===== config.mk =====
export PLATFORM = sky130hd
export DESIGN_NAME = seq_mult_unit
export DESIGN_NICKNAME = d
export VERILOG_FILES = /design/src/rtl/seq_mult_unit.sv
export SDC_FILE = /design/constraint.sdc
export NUM_CORES = 1
export LEC_CHECK = 0
export ABC_AREA = 0
export CAP_MARGIN = 20
export CORE_AREA = 5 5 62 64
export CTS_CLUSTER_SIZE = 14
export DETAILED_ROUTE_END_ITERATION = 8
export DIE_AREA = 0 0 67 69
export GPL_ROUTABILITY_DRIVEN = 0
export PLACE_DENSITY = 0.83
export SYNTH_ARGS = -nofsm -noshare
export SYNTH_HDL_FRONTEND = slang
export SYNTH_SLANG_ARGS = --single-unit

===== constraint.sdc =====
create_clock -name clk -period 2.3 [get_ports clk]
set_clock_uncertainty 0.15 [all_clocks]
set_input_delay 0.345 -clock clk [delete_from_list [all_inputs] [get_ports clk]]
set_output_delay 0.345 -clock clk [all_outputs]
set_load 0.05 [all_outputs]

===== src/rtl/seq_mult_unit.sv =====
// seq_mult_unit: iterative shift-add multiplier with a start/busy/done handshake.
// Produces the full 2*WIDTH-bit product in WIDTH iterations. There is no early
// termination, so a zero multiplier still takes the full fixed latency.
// Optional feature macro MULT_SIGNED_EN: when defined, A and B are two's complement.
// Their magnitudes are multiplied, and the product is negated on completion if
// the signs differ.
module seq_mult_unit #(
  parameter  int WIDTH = 4,
  localparam int CNT_W = $clog2(WIDTH + 1)
) (
  input  logic               clk,
  input  logic               rst,
  input  logic               start,
  input  logic [WIDTH-1:0]   A,
  input  logic [WIDTH-1:0]   B,
  output logic               busy,
  output logic               done,
  output logic [2*WIDTH-1:0] out
);

  typedef enum logic [1:0] {
    S_IDLE = 2'd0,
    S_RUN  = 2'd1,
    S_DONE = 2'd2
  } state_t;

  localparam logic [CNT_W-1:0] LAST_CNT = CNT_W'(WIDTH - 1);

  state_t               state_q, state_d;
  logic [2*WIDTH-1:0]   mcand_q, mcand_d;
  logic [WIDTH-1:0]     mplier_q, mplier_d;
  logic [2*WIDTH-1:0]   acc_q, acc_d;
  logic [CNT_W-1:0]     cnt_q, cnt_d;
  logic [2*WIDTH-1:0]   out_q, out_d;

  logic [WIDTH-1:0]     a_load;
  logic [WIDTH-1:0]     b_load;
  logic [2*WIDTH-1:0]   acc_sum;
  logic [2*WIDTH-1:0]   result;

`ifdef MULT_SIGNED_EN
  logic neg_q, neg_d;

  // Magnitudes of the operands; the most negative value maps to 2^(WIDTH-1),
  // which still fits in WIDTH unsigned bits.
  always_comb begin
    a_load = A[WIDTH-1] ? (~A + 1'b1) : A;
    b_load = B[WIDTH-1] ? (~B + 1'b1) : B;
    result = neg_q ? (~acc_sum + 1'b1) : acc_sum;
  end
`else
  always_comb begin
    a_load = A;
    b_load = B;
    result = acc_sum;
  end
`endif

  // Partial-product accumulate for the current multiplier bit.
  always_comb begin
    acc_sum = acc_q + (mplier_q[0] ? mcand_q : '0);
  end

  // Next-state and datapath control.
  always_comb begin
    state_d  = state_q;
    mcand_d  = mcand_q;
    mplier_d = mplier_q;
    acc_d    = acc_q;
    cnt_d    = cnt_q;
    out_d    = out_q;
`ifdef MULT_SIGNED_EN
    neg_d    = neg_q;
`endif

    case (state_q)
      S_IDLE, S_DONE: begin
        if (start) begin
          mcand_d  = {{WIDTH{1'b0}}, a_load};
          mplier_d = b_load;
          acc_d    = '0;
          cnt_d    = '0;
`ifdef MULT_SIGNED_EN
          neg_d    = A[WIDTH-1] ^ B[WIDTH-1];
`endif
          state_d  = S_RUN;
        end else begin
          state_d  = S_IDLE;
        end
      end
      S_RUN: begin
        acc_d    = acc_sum;
        mcand_d  = mcand_q << 1;
        mplier_d = mplier_q >> 1;
        cnt_d    = cnt_q + 1'b1;
        // The final add is folded straight into out on the completion edge.
        if (cnt_q == LAST_CNT) begin
          out_d   = result;
          state_d = S_DONE;
        end
      end
      default: begin
        state_d = S_IDLE;
      end
    endcase
  end

  // State and datapath registers; synchronous reset discards any operation in flight.
  always_ff @(posedge clk) begin
    if (rst) begin
      state_q  <= S_IDLE;
      mcand_q  <= '0;
      mplier_q <= '0;
      acc_q    <= '0;
      cnt_q    <= '0;
      out_q    <= '0;
`ifdef MULT_SIGNED_EN
      neg_q    <= 1'b0;
`endif
    end else begin
      state_q  <= state_d;
      mcand_q  <= mcand_d;
      mplier_q <= mplier_d;
      acc_q    <= acc_d;
      cnt_q    <= cnt_d;
      out_q    <= out_d;
`ifdef MULT_SIGNED_EN
      neg_q    <= neg_d;
`endif
    end
  end

  assign busy = (state_q == S_RUN);
  assign done = (state_q == S_DONE);
  assign out  = out_q;

endmodule


---- Word-level counts from Yosys, hierarchy flattened ----
Index checks and enable logic that the tools add are counted.
cells by class
  equal/unequal tests ..................... 5
  multiplexer cells ....................... 12
  reductions and logical operators ........ 5
  add/sub/neg operators ................... 2
operators with widths
  kind                   count
  $pmux W8 S2            2
  $mux W8                3
  $add A8 B8 Y8          1
  $pmux W4 S2            1
  $pmux W3 S2            1
  $mux W4                1
  $pmux W2 S2            1
  $reduce_and A2 Y1      2
  $add A3 B1 Y3 const B  1
  $eq A3 B2 Y1 const B   1
  $mux W3                1
  $eq A2 B1 Y1 const B   1
  $eq A2 B2 Y1 const B   1
  $logic_not A2 Y1       1
  $mux W2                1
  $ne A2 B1 Y1 const B   1
  $ne A2 B2 Y1 const B   1
  $reduce_bool A2 Y1     1
  $reduce_or A2 Y1       1
  $mux W1                1
storage, ports and cells
  output and inout port bits .............. 10
  input bits .............................. 11
  register bits after elaboration ......... 33
  logic and storage cells ................. 30

---- Longest topological paths before layout ----
  word-level depth ........................ 4
  gate-level depth with buffers ........... 8
  gate-level depth less buffers ........... 8

---- Worst setup path before layout ----
Ideal clock, no wire load.
  path kind ............................... register to register
  start point ............................. reg mplier_q[0]
  end point ............................... reg acc_q[6]
  clock period less this slack ............ 2,057 ps
  library setup time ...................... 130 ps
  setup slack ............................. 243 ps
  arrival time ............................ 1,777 ps
  required time ........................... 2,020 ps
  path buffers ............................ 0
  cell stages (with the launch flop) ...... 9
  cells stage by stage .................... dfxtp_1 and2_1 ha_1 inv_1 fa_1 nor2b_1 o31ai_2 a211oi_1 o32ai_1
between the ends
  word-level cells in the longest chain between the ends .. 3
RTL lines
  element                   RTL line  text
  start: declaration        31        logic [WIDTH-1:0] mplier_q, mplier_d;
  start signal: assignment  123       mplier_q <= mplier_d;
  $mux W8                   61        acc_sum = acc_q + (mplier_q[0] ? mcand_q : '0);
  $add A8 B8 Y8             61
  $pmux W8 S2               76        case (state_q)
  end signal: assignment    114       acc_q <= '0;
  end signal: assignment    124       acc_q <= acc_d;
  end: declaration          32        logic [2*WIDTH-1:0] acc_q, acc_d;
Every way passes these cells.
A chain may end at the register's enable or synchronous reset.

---- Worst setup path in the final report ----
  start point ............................. reg state_q[1]
  end point ............................... out done
between the ends
  word-level cells in the longest chain between the ends .. 1
RTL lines
  element                   RTL line  text
  start: declaration        29        state_t state_q, state_d;
  start signal: assignment  121       state_q <= state_d;
  $eq A2 B2 Y1              134       assign done = (state_q == S_DONE);
  end: declaration          17        output logic done,
Every way passes these cells.

==> summary.txt <==
Die
  – Core area: 3232 µm²
  – Die width: roughly 67 µm
  – Die ar.: 4623 µm²
  – Die height: 69 µm
  – Starting Density: 51.68%
  – Row count: 21
  – I/O pin count: 21

Timing
  – Highest clock rate: 473.0 MHz
  – Max_slew headroom: 65.94%
  – Worst Max-Slew Pin Slew: 509.3 ps
  – RSZ-0062 raised after global routing: false
  – Final critical path time including I/O delays and setup: 2114 ps
  – Final setup viols: 0
  – Setup TNS: 0 ps
  – Fin. Hold Viols: 0
  – Max-slew violations: 0
  – Setup ws final: 185.6 ps
  – Final period util: around nine tenths

Layout
  – Finished Cell Area: 1987 µm²
  – Syn-to-layout area delta: 18.95%
  – Post-Layout Cell Count: roughly 260
  – Nets: between 200 and 250
  – Share of cells above drive strength 1: 8.920%
  – Filler cells: approximately 290
  – Ant. Diodes: 0
  – Layout Utilization: roughly three fifths

Worst setup path
  – Crit end category: output port
  – R2R cell count: 8
  – Crit-path max cell delay: 820 ps
  – R2r setup slk: 190 ps
  – Crit-path max FO: 3
  – CP cell instances: nor2b_1 -> clkdlybuf4s50_1
  – Crit path DAT: ~1600 ps
  – Family with the most delay on the worst path: buffers and inverters
  – Setup crit start kind: flip-flop
  – CP bufs+invs: 1
  – Worst path depth: 2
  – Slowest cell on the critical path: clkdlybuf4s50_1
  – Setup Crit Path Kind: flip-flop to output port
  – Data required, critical path: 1800 ps

Clock tree
  – Sink Count: 33
  – Hold-fix buffers, CTS: 0
  – CTS clk-pin slew, worst paths: 100 ps
  – CTS tree: built
  – H-Tree Depth: 2
  – Worst skew pair latency: ~330 ps
  – CTS resizes: 0
  – TritonCTS Buffers: 5
  – Clock tree buffer depth: 2
  – Root buf cell: clkbuf_4
  – Post-CTS setup buffers: 0

Placed design
  – Pre-CTS setup slack: 112.9 ps
  – Cells after DPL: around 250
  – Placed inst area: 1937 µm²
  – Detailed placement HPWL: 2570 µm
  – Port buffer count: 20

Logic synthesis
  – Sequential fraction of the synthesis area: 39.55%
  – YS warnings: 0
  – Post-synthesis register bit count: 33
  – FFs w/ async S/R, synth: 0%
  – Netlist Area Pre-Place: 1670 µm²
  – Primary FF master, synth: dfxtp_1
  – Number of synthesized flops with an enable pin: 0
  – Post-synth cell types: 40
  – Syn_area_per_cell: 8.700 µm²
  – Syn Nets: 213
  – Synth Instances: 192

Routing
  – DRC viols: 0
  – Detail Route Antenna Nets: 0
  – Vias per inst: between 5 and 6
  – Wire length per cell: 13.34 µm
  – Via count of the routed design: 1,445
  – Total wire length: approximately 3500 µm
  – Drt pass-1 iters: 4
  – DR iter-0 viols: 66

GRT
  – Total GRT Usage: 16.99%
  – Total grt overflow: 0
  – Largest net degree at the start of global routing: 23
  – Initial antenna violation count: 0
  – First-pass GRT wire length: between 6000 and 7000 µm
  – Vias in the first global route: around 1,400

Worst hold path
  – Worst min-delay path class: flip-flop to flip-flop
  – Hold path cells: 2

Pwr
  – Peak VDD IR: 0.4962 mV
  – Cell Pwr Density: 515.1 nW/µm²
  – Static leakage: about 0.78 nW

Run status
  – Outcome: finished, final reports clean

Run
  – Max_cap viols: 0
power by group:
group / leakage, nW / total [mW] / switching (mW) / internal [mW]
Combinational: 0.484 / 0.135 / 0.0747 / 0.0606
Sequential: 0.268 / 0.602 / 0.0127 / 0.589
Clock: 0.0269 / 0.286 / 0.180 / 0.106
stage by stage:
step	power (mW)	hold slack [ps]
after floorplan	0.6972	290.6
after global placement	0.7477	294.0
after detailed placement	0.7504	298.6
after CTS	1.032	311.1
after global routing	1.085	332.5
final	1.023	305.8
worst paths after layout:
path | from | to
setup / recovery | state_q[1]$_SDFFE_PP0P_ | done
hold / removal | out[4]$_SDFFE_PP0P_ | out[4]$_SDFFE_PP0P_
setup reg to reg | mplier_q[0]$_SDFFE_PP0P_ | acc_q[6]$_SDFFE_PP0P_
hold reg to reg | out[4]$_SDFFE_PP0P_ | out[4]$_SDFFE_PP0P_
state kept, by name (all words and copies together) (netlist names):
register	count
out	8
state_q	2
cnt_q	3
acc_q	8
mplier_q	4
mcand_q	8
synth_stat cells, types with 2 or more instances:
| library cell | instances | share of area [%] |
|---|---|---|
| o211a_1 | 2 | 1.2 |
| ha_1 | 9 | 6.7 |
| a211oi_1 | 9 | 4.0 |
| nand3_1 | 3 | 0.90 |
| o211ai_1 | 3 | 1.3 |
| o311ai_1 | 3 | 1.6 |
| and2_1 | 7 | 2.6 |
| nor2_1 | 32 | 7.2 |
| mux2i_1 | 6 | 3.6 |
| buf_2 | 4 | 1.2 |
| a21oi_1 | 10 | 3.0 |
| or4b_1 | 2 | 1.2 |
| nor2b_1 | 4 | 1.5 |
| nor3_1 | 3 | 0.90 |
| clkbuf_1 | 7 | 1.6 |
| dfxtp_1 | 33 | 40 |
| nor4_1 | 2 | 0.75 |
| a22oi_1 | 9 | 4.0 |
| nand2_1 | 11 | 2.5 |
| nand2b_1 | 2 | 0.75 |
| inv_1 | 5 | 1.1 |
| nand3b_1 | 4 | 1.8 |
| o21a_1 | 3 | 1.3 |
| or2_2 | 2 | 0.75 |
| xnor2_1 | 2 | 1.0 |
cells in the final DEF (no fill, tap or decap), types with 2 or more instances in the layout:
cell type and count:
or4b_1 2, nor3_1 3, nand2b_1 2, a211oi_1 8
o211a_1 2, and2_1 7, a21oi_1 10, nor2b_1 3
dfxtp_1 33, a22oi_1 9, xnor2_1 2, nand3_1 3
ha_1 9, nor4_1 2, nor2_1 32, inv_1 5
clkbuf_4 5, nand2_1 11, o211ai_1 3, or2_2 2
nand3b_1 4, o21a_1 3, clkdlybuf4s50_1 19, o311ai_1 3
mux2i_1 6, buf_4 6
metal layers:
| layer | global-route usage (%) | vias up | share of wire, % |
|---|---|---|---|
| li1 | - | 731 | - |
| met1 | 21.35 | 682 | 45 |
| met2 | 26.97 | 27 | 49 |
| met3 | 6.331 | 5 | 4.5 |
| met4 | 4.505 | 0 | 1.2 |
| met5 | 0 | - | 0 |
cells by family (layout without fill, tap and decap cells):
group | count (synthesis) | count (layout) | synth area share, %
AND/OR/NAND/NOR | 74 | 74 | 21.65
adder cells (fa/ha/maj) | 10 | 10 | 7.940
flip-flops | 33 | 33 | 39.55
XOR/XNOR | 3 | 3 | 1.573
multiplexers | 6 | 6 | 3.596
AO/OA/AOI/OAI | 49 | 49 | 21.57
buffers and inverters | 17 | 38 | 4.120
layout make-up:
class,count,area (µm²),share of cell area [%]
clock buffer,5,37.54,1.889
clock inverter,1,5.005,0.2519
inverter,6,22.52,1.133
multi-input combinational,142,948.4,47.73
sequential,33,660.6,33.25
tap,46,57.56,2.897
timing repair buffer,26,255.2,12.85
worst register-to-register path, stage by stage (launching register included):
cell      delay [ps]
dfxtp_1          380
and2_1           140
ha_1             190
inv_1             70
fa_1             410
nor2b_2          190
o311a_1          190
a211oi_2          60
o32ai_1          230
Note: power is estimated with default switching activity, not from simulation.
